--- src/rtl/gpu_fb_pkg.sv ---
// Shared types and constants for the framebuffer writer.
// Contents: pixel_t bus payload, default framebuffer geometry, writer FSM state enum.
package gpu_fb_pkg;

    localparam int unsigned FB_W_DEF = 640;
    localparam int unsigned FB_H_DEF = 480;
    localparam int unsigned ADDR_W   = 19;
    localparam int unsigned DATA_W   = 24;

    // One rasterised pixel as carried through the FIFO
    typedef struct packed {
        logic [9:0] x;
        logic [8:0] y;
        logic [7:0] r;
        logic [7:0] g;
        logic [7:0] b;
    } pixel_t;

    typedef enum logic {
        IDLE = 1'b0,
        REQ  = 1'b1
    } fb_state_t;

endpackage

--- src/rtl/gpu_pixel_fifo.sv ---
// Synchronous pixel FIFO, DEPTH entries (power of two).
// Ports: clk, n_rst (async active-low), i_push/i_data write side, i_pop/o_data read side
// (o_data shows the head combinationally), o_full, o_empty, o_count occupancy.
// A push while full or a pop while empty is ignored.
module gpu_pixel_fifo
    import gpu_fb_pkg::*;
#(
    parameter int unsigned DEPTH = 8
) (
    input  logic                     clk,
    input  logic                     n_rst,
    input  logic                     i_push,
    input  pixel_t                   i_data,
    input  logic                     i_pop,
    output pixel_t                   o_data,
    output logic                     o_full,
    output logic                     o_empty,
    output logic [$clog2(DEPTH):0]   o_count
);

    localparam int unsigned AW = $clog2(DEPTH);
    localparam int unsigned CW = AW + 1;

    pixel_t          r_mem [DEPTH];
    logic [AW-1:0]   r_wr_ptr;
    logic [AW-1:0]   r_rd_ptr;
    logic [CW-1:0]   r_count;
    logic            w_push;
    logic            w_pop;

    assign o_full  = (r_count == CW'(DEPTH));
    assign o_empty = (r_count == '0);
    assign w_push  = i_push && !o_full;
    assign w_pop   = i_pop && !o_empty;
    assign o_data  = r_mem[r_rd_ptr];
    assign o_count = r_count;

    // Storage needs no reset; only pointers and count define validity
    always_ff @(posedge clk) begin
        if (w_push) begin
            r_mem[r_wr_ptr] <= i_data;
        end
    end

    // Pointers wrap naturally because DEPTH is a power of two
    always_ff @(posedge clk or negedge n_rst) begin
        if (!n_rst) begin
            r_wr_ptr <= '0;
            r_rd_ptr <= '0;
            r_count  <= '0;
        end else begin
            if (w_push) r_wr_ptr <= r_wr_ptr + AW'(1);
            if (w_pop)  r_rd_ptr <= r_rd_ptr + AW'(1);
            case ({w_push, w_pop})
                2'b10:   r_count <= r_count + CW'(1);
                2'b01:   r_count <= r_count - CW'(1);
                default: r_count <= r_count;
            endcase
        end
    end

endmodule

--- src/rtl/gpu_fb_writer.sv ---
// Framebuffer writer: buffers rasteriser pixels and turns each into a req/ack memory write
// at linear address y*FB_W + x (wraps mod 2^19) with data {r,g,b}.
// Ports: clk, n_rst (async active-low); pixel_valid_i/x_i/y_i/r_i/g_i/b_i/pixel_ready_o pixel
// input; mem_req_o/mem_addr_o/mem_wdata_o/mem_ack_i memory port; busy_o, fifo_count_o,
// clip_count_o status.
// Build option: define GPU_FB_CLIP_EN to discard pixels outside FB_W x FB_H and count them
// in clip_count_o; otherwise every pixel is written and clip_count_o is 0.
module gpu_fb_writer
    import gpu_fb_pkg::*;
#(
    parameter int unsigned FIFO_DEPTH = 8,
    parameter int unsigned FB_W       = FB_W_DEF,
    parameter int unsigned FB_H       = FB_H_DEF
) (
    input  logic                           clk,
    input  logic                           n_rst,
    input  logic                           pixel_valid_i,
    input  logic [9:0]                     x_i,
    input  logic [8:0]                     y_i,
    input  logic [7:0]                     r_i,
    input  logic [7:0]                     g_i,
    input  logic [7:0]                     b_i,
    output logic                           pixel_ready_o,
    output logic                           mem_req_o,
    output logic [18:0]                    mem_addr_o,
    output logic [23:0]                    mem_wdata_o,
    input  logic                           mem_ack_i,
    output logic                           busy_o,
    output logic [$clog2(FIFO_DEPTH):0]    fifo_count_o,
    output logic [15:0]                    clip_count_o
);

    fb_state_t           r_state;
    logic                r_req;
    logic [ADDR_W-1:0]   r_addr;
    logic [DATA_W-1:0]   r_wdata;

    pixel_t              w_in;
    pixel_t              w_head;
    logic                w_full;
    logic                w_empty;
    logic                w_push;
    logic                w_pop;
    logic                w_issue;
    logic                w_oob;
    logic                w_clip;
    logic [ADDR_W-1:0]   w_addr;

`ifdef GPU_FB_CLIP_EN
    localparam bit CLIP_EN = 1'b1;
`else
    localparam bit CLIP_EN = 1'b0;
`endif

    assign w_in = '{x: x_i, y: y_i, r: r_i, g: g_i, b: b_i};

    // No push when full, even if the FSM pops in the same cycle
    assign w_push = pixel_valid_i && !w_full;

    gpu_pixel_fifo #(
        .DEPTH   (FIFO_DEPTH)
    ) u_fifo (
        .clk     (clk),
        .n_rst   (n_rst),
        .i_push  (w_push),
        .i_data  (w_in),
        .i_pop   (w_pop),
        .o_data  (w_head),
        .o_full  (w_full),
        .o_empty (w_empty),
        .o_count (fifo_count_o)
    );

    // Linear address of the FIFO head; the 640 case avoids a multiplier
    always_comb begin
        w_addr = '0;
        if (FB_W == 640) begin
            w_addr = (ADDR_W'(w_head.y) << 9) + (ADDR_W'(w_head.y) << 7) + ADDR_W'(w_head.x);
        end else begin
            w_addr = ADDR_W'((32'(w_head.y) * 32'(FB_W)) + 32'(w_head.x));
        end
    end

    assign w_oob  = (32'(w_head.x) >= FB_W) || (32'(w_head.y) >= FB_H);
    assign w_clip = CLIP_EN && w_oob;

    // Head is consumed when idle, or in the cycle the outstanding write is acked
    assign w_pop   = !w_empty && ((r_state == IDLE) || mem_ack_i);
    assign w_issue = w_pop && !w_clip;

    // Writer FSM: holding registers double as the memory port outputs
    always_ff @(posedge clk or negedge n_rst) begin
        if (!n_rst) begin
            r_state <= IDLE;
            r_req   <= 1'b0;
            r_addr  <= '0;
            r_wdata <= '0;
        end else begin
            case (r_state)
                IDLE: begin
                    if (w_issue) begin
                        r_state <= REQ;
                        r_req   <= 1'b1;
                        r_addr  <= w_addr;
                        r_wdata <= {w_head.r, w_head.g, w_head.b};
                    end
                end
                REQ: begin
                    if (mem_ack_i) begin
                        if (w_issue) begin
                            r_addr  <= w_addr;
                            r_wdata <= {w_head.r, w_head.g, w_head.b};
                        end else begin
                            r_state <= IDLE;
                            r_req   <= 1'b0;
                        end
                    end
                end
                default: begin
                    r_state <= IDLE;
                    r_req   <= 1'b0;
                end
            endcase
        end
    end

`ifdef GPU_FB_CLIP_EN
    logic [15:0] r_clip_cnt;

    // Saturating count of discarded pixels
    always_ff @(posedge clk or negedge n_rst) begin
        if (!n_rst) begin
            r_clip_cnt <= '0;
        end else if (w_pop && w_clip && (r_clip_cnt != 16'hFFFF)) begin
            r_clip_cnt <= r_clip_cnt + 16'd1;
        end
    end

    assign clip_count_o = r_clip_cnt;
`else
    assign clip_count_o = 16'd0;
`endif

    assign pixel_ready_o = !w_full;
    assign mem_req_o     = r_req;
    assign mem_addr_o    = r_addr;
    assign mem_wdata_o   = r_wdata;
    assign busy_o        = (fifo_count_o != '0) || r_req;

endmodule

--- config.mk ---
export PLATFORM = sky130hd
export DESIGN_NAME = gpu_fb_writer
export DESIGN_NICKNAME = d
export VERILOG_FILES = /design/src/rtl/gpu_fb_pkg.sv /design/src/rtl/gpu_pixel_fifo.sv /design/src/rtl/gpu_fb_writer.sv
export SDC_FILE = /design/constraint.sdc
export NUM_CORES = 1
export LEC_CHECK = 0
export ABC_CLOCK_PERIOD_IN_PS = 15170
export BUFFER_PORTS_ARGS = -buffer_cell sky130_fd_sc_hd__clkbuf_2
export CORE_UTILIZATION = 50
export DETAILED_ROUTE_END_ITERATION = 12
export MAX_ROUTING_LAYER = met4
export PLACE_DENSITY = 0.68
export SLEW_MARGIN = 25
export SYNTH_ARGS = -nofsm -noshare
export SYNTH_HDL_FRONTEND = slang
export SYNTH_SLANG_ARGS = --single-unit
--- constraint.sdc ---
create_clock -name clk -period 15.17 [get_ports clk]
set_input_delay 2.2755 -clock clk [delete_from_list [all_inputs] [get_ports clk]]
set_output_delay 2.2755 -clock clk [all_outputs]
set_load 0.05 [all_outputs]
==> impl_metrics.yaml, run 1 <==
power_and_ir_drop:
  internal-power_mw: 2.58
  cellPowerDensity_nw_per_um2: 222
  clock_power_share_pct: 24.9
  pwr-share-seq_pct: 39.1
  share_comb_of_total_power_pct: 36.0
  vdd.ir_drop.worst_uv: 124
  cellLeakagePower_nw: 6.34
  p_switching_mw: 1.39
  power.switching_fraction_pct: 34.9
setup_path:
  crit_path_cell_trace: "buf_4 -> mux4_2 -> mux2i_1 -> inv_1 -> ha_1 -> ha_1 -> fa_1 -> a21o_1 -> a21oi_1 -> o21ai_0 -> xnor2_1 -> o21ai_0"
  timing.critical_path.fanout_max: 47
  cp-end-kind: "flip-flop"
  r2r.worst_path.cells: 12
  library_cell_contributing_the_largest_single_delay_on_the_critical_path: "dfrtp_4"
  r2r-end: "mem_addr_o[14]$_DFFE_PN0P_"
  slowest_delay_ps: 1000
  cp.required_ps: 15530
  ff2ff_setup_slack_ps: 10350
  worst_path_dominant_cell_family: "flip-flops"
  worst_ep_arrival_time_ps: 5180
  path_buf_inv: 2
  worstSetupStartpointType: "flip-flop"
  timing.rr.start: "u_fifo.r_rd_ptr[0]$_DFFE_PN0P_"
  setup.worst_path.class: "flip-flop to flip-flop"
drt:
  finalWirelength_um: 28600
  final_antenna_net_count: 0
  routed_via_density: 5.54
  avgRoutedWirePerCell_um: 21.5
  first_pass_iters: 5
  drt_first_iter_violations: 593
  post-route-drc-count: 0
  num_vias: 7363
placement:
  globalplace.congestion: 0.748
  placed_cell_area_um2: 16500
  placement.io_buffers: 96
  post-place-cells: 1249
  hpwlAfterDp_um: 16100
  post-place-ws_ps: 10260
cts:
  h-tree-depth: 2
  clk_root_buffer_cell: "clkbuf_16"
  cts_max_path_bufs: 3
  clock_latency_ps: 520
  clk_pin_slew_ps: 60
  clock_buffers_created_by_tritoncts: 41
  tritoncts: "built"
  cts_sinks: 399
  cts_repair_resize_count: 0
  cts_setup_buffers: 0
  number_of_hold_repair_buffers_added_at_the_cts_stage: 0
synth:
  synthDominantCellAreaShare_pct: 65.9
  post_synth.cell_area_avg_um2: 20.1
  synth-seq-cells: 399
  synth.yosys.warnings: 0
  ys_top_cells_by_area: "edfxtp_1 (66%), mux4_2 (12%), dfrtp_1 (8.8%)"
  yosysSeqAreaShare_pct: 74.7
  syn-cell-area_um2: 15700
  yosys.cell_types.count: 36
  largest_area_contributor_in_the_netlist: "edfxtp_1"
  synthesis.instances: 781
worst_hold_path:
  worstHoldPathType: "flip-flop to flip-flop"
  hold_start: "mem_wdata_o[2]$_DFFE_PN0P_"
  hold-path-endpoint: "mem_wdata_o[2]$_DFFE_PN0P_"
  min_delay_path_depth: 2
finish:
  final_std_cells_w_o_fill: 1328
  fin_nets: 968
  layout-drive-gt1-share_pct: 29.7
  nFillCells: 2252
  layout.cell_area.non_filler_um2: 17900
  layout-area-overhead-vs-synth_pct: 14.1
sta:
  slew-limit-headroom_pct: 36.3
  timing_hold_violations_final: 0
  clock.fmax_mhz: 207
  transition_time_at_the_pin_with_the_least_slew_margin_ps: 947
  setup-tns-final_ps: 0
  report.final.slew_viol_count: 0
  fin_worst_skew_ps: 13.3
  period_minus_slack_ps: 4820
  timing.final.crit_share_pct: 31.8
  final_critical_path_setup_slack_ps: 10350
  rsz0062_at_grt: "false"
  setup_violators_final: 0
global_route:
  grt_first_pass_wirelength_um: 43900
  grt_pass1_vias: 7442
  gr-total-overflow: 0
  grt_max_degree: 86
  antenna_found_initial: 3
  grt_util_all_layers_pct: 19.2
job:
  max-cap-violations: 0
die:
  pin_count: 113
  floorplan.rows: 64
  die_height_um: 179
  core_region_area_um2: 30700
  floorplan.die_area_um2: 32000
  effective_utilization_at_floorplan_pct: 51.1
  die_width_um: 179
status:
  outcome: "finished clean"
-- registers in the layout (all words and copies together), names as in the netlist --
signal / flops
mem_addr_o: 19
mem_req_o: 1
mem_wdata_o: 24
r_state: 1
u_fifo.o_count: 4
u_fifo.r_mem: 344
u_fifo.r_rd_ptr: 3
u_fifo.r_wr_ptr: 3
-- area by class of cell --
class	instances	area, µm²	share of cell area, %
clock buffer	64	1230	6.91
multi-input combinational	338	3700	20.7
inverter	9	33.8	0.189
sequential	399	11700	65.6
antenna	3	7.51	0.0420
timing repair buffer	107	566	3.17
tap	396	495	2.77
clock inverter	12	118	0.658
-- power by group through the flow --
| stage | Clock [mW] | Sequential (mW) | Combinational, mW |
|---|---|---|---|
| after floorplan | 0 | 1.72 | 0.958 |
| after global placement | 0 | 1.57 | 1.43 |
| after detailed placement | 0 | 1.58 | 1.44 |
| after CTS | 1.01 | 1.56 | 1.45 |
| after global routing | 1.05 | 1.58 | 1.57 |
| final | 0.988 | 1.55 | 1.43 |
-- worst max path at each step --
stage,startpoint,depth (start not counted),slack (ps),to
global placement,u_fifo.r_rd_ptr[0]$_DFFE_PN0P_,12,10300,mem_addr_o[14]$_DFFE_PN0P_
CTS,u_fifo.r_rd_ptr[0]$_DFFE_PN0P_,12,10210,mem_addr_o[14]$_DFFE_PN0P_
finish,u_fifo.r_rd_ptr[0]$_DFFE_PN0P_,12,10350,mem_addr_o[14]$_DFFE_PN0P_
global route,u_fifo.r_rd_ptr[0]$_DFFE_PN0P_,12,9930,mem_addr_o[14]$_DFFE_PN0P_
floorplan,pixel_valid_i,2,8060,u_fifo.r_mem[0][0]$_DFFE_PP_
detailed placement,u_fifo.r_rd_ptr[0]$_DFFE_PN0P_,12,10260,mem_addr_o[14]$_DFFE_PN0P_
-- per-layer routing --
metal,track usage (%),vias to the layer above,share of wire (%)
met2,30.1,201,49
met1,26.3,3783,45
met3,3.58,40,5.2
met4,4.70,0,1.4
met5,-,-,0
li1,-,3339,-
-- worst register-to-register path: stages (launching register included) --
cell,delay (ps)
dfrtp_4,1000
buf_4,880
mux4_2,630
mux2i_1,320
inv_1,80
ha_1,200
ha_1,210
fa_1,430
a21o_1,180
a21oi_1,300
o21ai_0,170
xnor2_1,170
o21ai_0,90
-- cell families (layout without fill, tap and decap cells) --
group / count (synthesis) / count (layout) / share of synthesized area [%]
DFF: 399 / 399 / 74.7
muxes: 131 / 131 / 15.4
and+or+nand+nor: 88 / 88 / 2.33
AOI/OAI and AO/OA: 64 / 64 / 2.22
buffers and inverters: 59 / 192 / 2.39
adders and majority gates: 25 / 25 / 2.14
xor gates and xnor gates: 14 / 14 / 0.783
other: 1 / 19 / 0.0239
-- cell usage in the layout, fill, tap and decap left out, types with 4 or more instances in the layout --
cell type / count
mux2_2: 10
edfxtp_1: 344
o21ai_0: 43
xnor2_1: 10
xor2_1: 4
a21oi_1: 10
clkbuf_16: 43
a21o_1: 5
conb_1: 16
nand2_1: 64
clkbuf_1: 13
buf_4: 12
mux4_2: 83
clkbuf_8: 8
dfrtp_1: 52
ha_1: 22
clkinv_2: 8
nor3_2: 4
nand2b_1: 4
clkbuf_2: 95
inv_1: 8
mux2i_1: 35
-- synthesized netlist by cell type, drive strengths merged --
| master | instances |
|---|---|
| inv | 9 |
| xnor2 | 10 |
| nand2 | 65 |
| a211oi | 1 |
| conb | 1 |
| mux2i | 35 |
| a21boi | 1 |
| clkbuf | 8 |
| mux4 | 86 |
| a21o | 5 |
| dfrtp | 55 |
| nor4 | 2 |
| nor3 | 6 |
| o21ai | 43 |
| nand3 | 3 |
| or4 | 1 |
| xor2 | 4 |
| buf | 42 |
| ha | 22 |
| nand2b | 4 |
| nand4 | 1 |
| o31ai | 2 |
| nor2 | 5 |
| edfxtp | 344 |
| o21a | 2 |
| or3 | 1 |
| fa | 3 |
| a21oi | 10 |
| mux2 | 10 |
-- stage by stage --
stage / hold slack [ps] / total power [mW] / util [%]
floorplan: 433 / 2.68 / -
global placement: 447 / 3.00 / 53.8
detailed placement: 469 / 3.02 / 53.8
CTS: 486 / 4.02 / 58.2
global route: 494 / 4.20 / 58.3
finish: 477 / 3.97 / 58.3
Power figures use the tool's default switching activity.
==> run 2, diff against run 1 <==
Settings changed: ABC_CLOCK_PERIOD_IN_PS 15170 to 4700.
Clock period 15.17 ns to 4.7 ns, I/O delays scaled along.
==> run 2 against run 1 <==
Effect of this change:
- cell count hardly changed
- via count is 0.15% higher
- first-iteration DRC count is 11% higher
- register-to-register slack worse by 9400 ps
- wire length is 2.1% higher
- largest power group unchanged
- utilization hardly changed
- clock skew is 2.2 ps lower
- hold slack worse by 170 ps
- clock power grew to 3.1 times the previous value
==> impl_metrics.yaml, run 2 (synthesis gave the netlist of run 1 again) <==
finish:
  layout-drive-gt1-share_pct: 29.4
  nFillCells: 2267
  largest-register: "u_fifo.r_mem"
  layout.cell_area.non_filler_um2: 17900
  largest_reg_flops: 344
  mostFrequentLayoutCell: "edfxtp_1"
  final_util_pct: 58.2
  fin_nets: 974
  combined_area_of_the_multi_input_logic_cells_um2: 3710
  final_std_cells_w_o_fill: 1329
  layout-area-overhead-vs-synth_pct: 14.0
  most-common-layout-cells: "edfxtp_1 (344), clkbuf_2 (95), mux4_2 (83)"
  ff_latch_area_um2: 11700
setup_path:
  timing.rr.start: "u_fifo.r_rd_ptr[0]$_DFFE_PN0P_"
  ff2ff_setup_slack_ps: 980
  setup.worst_path.class: "flip-flop to flip-flop"
  timing.critical_path.fanout_max: 32
  cp.required_ps: 5070
  cp-startpoint: "u_fifo.r_rd_ptr[0]$_DFFE_PN0P_"
  r2r-end: "mem_addr_o[16]$_DFFE_PN0P_"
  worstSetupStartpointType: "flip-flop"
  worstSetupEndpoint: "mem_addr_o[16]$_DFFE_PN0P_"
  r2r.worst_path.cells: 9
  worst_ep_arrival_time_ps: 4090
  cp-end-kind: "flip-flop"
die:
  core_region_area_um2: 30700
  floorplan.die_area_um2: 32000
  floorplan.rows: 64
  die_height_um: 179
  pin_count: 113
  effective_utilization_at_floorplan_pct: 51.1
  die_width_um: 179
cts:
  clk_root_buffer_cell: "clkbuf_16"
  tritoncts: "built"
  clock_latency_ps: 520
  h-tree-depth: 2
  cts_sinks: 399
  clock_buffers_created_by_tritoncts: 41
  clk_pin_slew_ps: 60
  number_of_hold_repair_buffers_added_at_the_cts_stage: 0
  cts_repair_resize_count: 0
  cts_max_path_bufs: 3
  cts_setup_buffers: 0
sta:
  rsz0062_at_grt: "false"
  final_critical_path_setup_slack_ps: 983
  period_minus_slack_ps: 3720
  timing.final.crit_share_pct: 79.1
  slew-limit-headroom_pct: 40.6
  fin_worst_skew_ps: 11.1
  setup_violators_final: 0
  timing_hold_violations_final: 0
  hold-worst-slack_ps: 303
  report.final.slew_viol_count: 0
  setup-tns-final_ps: 0
  clock.fmax_mhz: 269
  transition_time_at_the_pin_with_the_least_slew_margin_ps: 891
drt:
  avgRoutedWirePerCell_um: 21.9
  final_antenna_net_count: 0
  post-route-drc-count: 0
  first_pass_iters: 5
  drt_first_iter_violations: 657
  routed_via_density: 5.55
  finalWirelength_um: 29100
  num_vias: 7374
global_route:
  antenna_found_initial: 2
  gr-total-overflow: 0
  grt_pass1_vias: 7573
  grt_first_pass_wirelength_um: 44900
  grt_util_all_layers_pct: 19.7
  grt_max_degree: 85
placement:
  post-place-cells: 1255
  placement.io_buffers: 96
  globalplace.congestion: 0.757
  post-place-ws_ps: 931
  placed_cell_area_um2: 16600
  hpwlAfterDp_um: 15900
job:
  max-cap-violations: 0
power_and_ir_drop:
  post_route_total_power_mw: 12.7
  cellPowerDensity_nw_per_um2: 713
  pwr-share-seq_pct: 39.3
  vdd.ir_drop.worst_uv: 389
  p_switching_mw: 4.49
  internal-power_mw: 8.25
  share_comb_of_total_power_pct: 36.4
  cellLeakagePower_nw: 6.33
  power.switching_fraction_pct: 35.2
  clock_power_share_pct: 24.3
status:
  outcome: "finished clean"
worst_hold_path:
  worstHoldPathType: "input port to asynchronous set/reset pin"
## run 2: cell types whose count changed in the layout (fill, tap and decap cells not counted), moves of 2 or more
cell	previous run	this run
buf_4	12	17
clkbuf_8	8	3
clkinv_1	0	6
clkinv_2	8	4
clkbuf_1	13	11
## run 2: power by group through the flow
stage	Clock (mW)	Combinational [mW]	Sequential (mW)
final	3.10	4.63	5.00
after detailed placement	0	4.70	5.09
after global placement	0	4.62	5.06
after CTS	3.16	4.72	5.02
after global routing	3.30	5.10	5.09
after floorplan	0	3.10	5.56
## run 2: layer usage
layer	vias to the layer above	GRT usage, %	wire (µm)
met2	209	30.5	13900
li1	3332	-	-
met5	-	-	0
met4	0	4.98	478
met3	40	3.73	1620
met1	3793	27.3	13100
## run 2: how the worst min path moves through the flow
stage | from | end | slack (ps) | cells past startpoint
2_1_floorplan | n_rst | mem_addr_o[0]$_DFFE_PN0P_ | 410 | 0
3_3_place_gp | r_state$_DFF_PN0_ | mem_req_o$_DFFE_PN0P_ | 460 | 1
3_5_place_dp | r_state$_DFF_PN0_ | mem_req_o$_DFFE_PN0P_ | 460 | 1
4_1_cts | n_rst | mem_addr_o[12]$_DFFE_PN0P_ | 310 | 1
5_1_grt | n_rst | mem_addr_o[10]$_DFFE_PN0P_ | 350 | 1
6_report | n_rst | mem_addr_o[12]$_DFFE_PN0P_ | 300 | 1
## run 2: area by class of cell
class                           instances  area share [%]
Antenna cell                            2          0.0280
Clock buffer                           57            6.49
Clock inverter                         15           0.715
Inverter                                9           0.189
Multi-Input combinational cell        338            20.8
Sequential cell                       399            65.6
Tap cell                              396            2.77
Timing Repair Buffer                  113            3.41
## run 2: critical path, stage by stage, from the launching register on
cell     delay, ps
dfrtp_4        850
buf_4          450
mux4_2         540
mux2_2         310
ha_1           300
ha_1           370
nand2_1         90
o31ai_1        400
xnor2_1        160
o21ai_0         80
==> run 3, diff against run 2 <==
Settings changed: ABC_AREA set to 1, ABC_CLOCK_PERIOD_IN_PS 4700 to 3130, PLACE_DENSITY 0.68 to 0.71.
Clock period 4.7 ns to 3.13 ns, I/O delays scaled along.
==> run 3 against run 2 <==
Effect of this change:
- sequential power up 46%
- die area up 3.6%
- wire length up 23%
- largest power group is now combinational logic
- highest routed layer unchanged
- total power up 71%
==> impl_metrics.yaml, run 3 <==
cts:
  cts_sinks: 399
  clock_buffers_created_by_tritoncts: 41
  tritoncts: "built"
  clock_latency_ps: 520
  cts_max_path_bufs: 3
  h-tree-depth: 2
  clk_root_buffer_cell: "clkbuf_16"
  number_of_hold_repair_buffers_added_at_the_cts_stage: 0
  clk_pin_slew_ps: 60
setup_path:
  r2r.worst_path.cells: 17
  worst_ep_arrival_time_ps: 3370
  cp-startpoint: "u_fifo.r_rd_ptr[0]$_DFFE_PN0P_"
  worstSetupStartpointType: "flip-flop"
  cp-end-kind: "flip-flop"
  cp.required_ps: 3550
  setup.worst_path.class: "flip-flop to flip-flop"
  timing.rr.start: "u_fifo.r_rd_ptr[0]$_DFFE_PN0P_"
  timing.critical_path.fanout_max: 21
finish:
  final_util_pct: 59.2
  most-common-layout-cells: "edfxtp_1 (344), nor2_1 (250), nand2_1 (167)"
  largest_reg_flops: 344
  fin_nets: 1496
  largest-register: "u_fifo.r_mem"
  layout-drive-gt1-share_pct: 15.0
  mostFrequentLayoutCell: "edfxtp_1"
  final_std_cells_w_o_fill: 1862
  layout-area-overhead-vs-synth_pct: 15.5
  layout.cell_area.non_filler_um2: 18800
synth:
  post_synth.cell_area_avg_um2: 12.3
  synthMostInstantiatedCell: "edfxtp_1"
  synth_top_family_by_area: "simple AND/OR/NAND/NOR gates"
  synth.top_cells.by_count: "edfxtp_1 (344), nor2_1 (258), nand2_1 (167)"
  yosys.area_share.adder_pct: 2.06
  synth_simple_gate_area_share_pct: 11.6
  synth-xor-area-share_pct: 0.431
  syn-cell-area_um2: 16200
  most_frequently_used_flop_master_after_synthesis: "edfxtp_1"
  synthesis.instances: 1318
  synth.mux.area_fraction_pct: 0
  ys_async_sr_fraction_pct: 13.8
  synth_edf_count: 344
  yosys.cell_types.count: 28
  largest_area_contributor_in_the_netlist: "edfxtp_1"
  synth-compound-area-share_pct: 9.64
  synth.yosys.warnings: 0
  yosysSeqAreaShare_pct: 72.1
  synth-seq-cells: 399
  ys_top_cells_by_area: "edfxtp_1 (64%), dfrtp_1 (8.5%), nor2_1 (6.0%)"
  synthDominantCellAreaShare_pct: 63.6
placement:
  globalplace.congestion: 0.835
  placed_cell_area_um2: 17200
  post-place-ws_ps: 46.8
  hpwlAfterDp_um: 19300
  post-place-cells: 1777
  placement.io_buffers: 96
sta:
  transition_time_at_the_pin_with_the_least_slew_margin_ps: 961
  timing_hold_violations_final: 0
  rsz0062_at_grt: "true"
  setup-tns-final_ps: 0
  fin_worst_skew_ps: 8.36
  timing.final.crit_share_pct: 94.2
  period_minus_slack_ps: 2950
  clock.fmax_mhz: 339
  setup_violators_final: 0
  hold-worst-slack_ps: 27.3
  slew-limit-headroom_pct: 35.9
  final_critical_path_setup_slack_ps: 182
  report.final.slew_viol_count: 0
die:
  die_width_um: 182
  effective_utilization_at_floorplan_pct: 51.2
  floorplan.rows: 65
  core_region_area_um2: 31700
  pin_count: 113
  die_height_um: 182
  floorplan.die_area_um2: 33200
power_and_ir_drop:
  cellPowerDensity_nw_per_um2: 1160
  power.switching_fraction_pct: 40.6
  clock_power_share_pct: 22.8
  post_route_total_power_mw: 21.7
  vdd.ir_drop.worst_uv: 691
  internal-power_mw: 12.9
  pwr-share-seq_pct: 33.6
  cellLeakagePower_nw: 6.94
  p_switching_mw: 8.83
  share_comb_of_total_power_pct: 43.6
drt:
  first_pass_iters: 5
  num_vias: 10300
  post-route-drc-count: 0
  final_antenna_net_count: 0
  finalWirelength_um: 35800
  routed_via_density: 5.55
  drt_first_iter_violations: 970
  avgRoutedWirePerCell_um: 19.2
global_route:
  gr-total-overflow: 0
  grt_util_all_layers_pct: 22.3
  grt_max_degree: 100
  grt_first_pass_wirelength_um: 55400
  grt_pass1_vias: 9916
  antenna_found_initial: 3
status:
  outcome: "finished clean"
worst_hold_path:
  worstHoldPathType: "input port to asynchronous set/reset pin"
job:
  max-cap-violations: 0
run 3: changes by cell type in the layout (fill, tap and decap cells not counted), moves of 10 or more:
cell,previous run,this run
nor2_1,2,250
o211ai_1,0,63
o21ai_1,0,64
nand2_1,64,167
nand3_1,3,54
o21ai_0,43,113
mux2i_1,35,0
inv_1,8,33
mux2_2,10,0
buf_12,0,10
mux4_2,83,0
run 3: path summary, 6_finish.rpt:
path | to | slack, ps
setup reg to reg | mem_addr_o[18]$_DFFE_PN0P_ | 180
min in group clk | u_fifo.r_mem[0][17]$_DFFE_PP_ | 220
hold reg to reg | mem_req_o$_DFFE_PN0P_ | 460
hold / removal | u_fifo.o_count[3]$_DFFE_PN0P_ | 30
setup / recovery | mem_addr_o[18]$_DFFE_PN0P_ | 180
max in group asynchronous | mem_wdata_o[8]$_DFFE_PN0P_ | 2330
run 3: power groups by stage:
stage          Clock, mW  Sequential [mW]  Combinational, mW
5_1_grt             5.25             7.39               10.5
3_3_place_gp           0             7.34               8.96
2_1_floorplan          0             8.39               5.70
4_1_cts             5.02             7.28               9.23
6_report            4.95             7.31               9.47
3_5_place_dp           0             7.37               9.18
run 3: kinds of logic after synthesis:
kind of cell / after synthesis
and+or+nand+nor: 482
buffers and inverters: 129
AOI/OAI and AO/OA: 274
other: 1
DFF: 399
adders and majority gates: 25
xor gates and xnor gates: 8
run 3: layout make-up:
| class | instances | area (µm²) |
|---|---|---|
| Antenna cell | 3 | 7.51 |
| Tap cell | 402 | 503 |
| Multi-Input combinational cell | 805 | 4010 |
| Clock buffer | 62 | 1180 |
| Timing Repair Buffer | 138 | 996 |
| Fill cell | 2477 | 13000 |
| Sequential cell | 399 | 11700 |
| Inverter | 39 | 163 |
| Clock inverter | 14 | 196 |
run 3: routing by layer:
metal  share of wire, %  up-vias  track usage, %
met5                  0        -               -
met4                1.7        0            6.39
met3                7.6       51            3.57
met2                 47      406            34.4
met1                 44     5010            30.9
li1                   -     4870               -
run 3: worst max-delay path: stages (launching register included):
cell and delay, ps:
dfrtp_4 560, clkinv_8 130, nor2_1 50, o22ai_1 160, inv_1 70, o21ai_2 150
inv_2 50, fa_1 570, inv_1 90, fa_2 410, nand3_1 80, nand2_1 120
nand2_1 110, nand2_1 60, nand2_1 70, nand2_1 50, nand2_1 50, nand2_1 40
run 3: repair_timing:
item,4_1_cts,5_1_grt
setup buffers,0,3
endpoints found under the setup margin,0,8
hold endpoints to repair,0,0
gates resized for setup,0,19
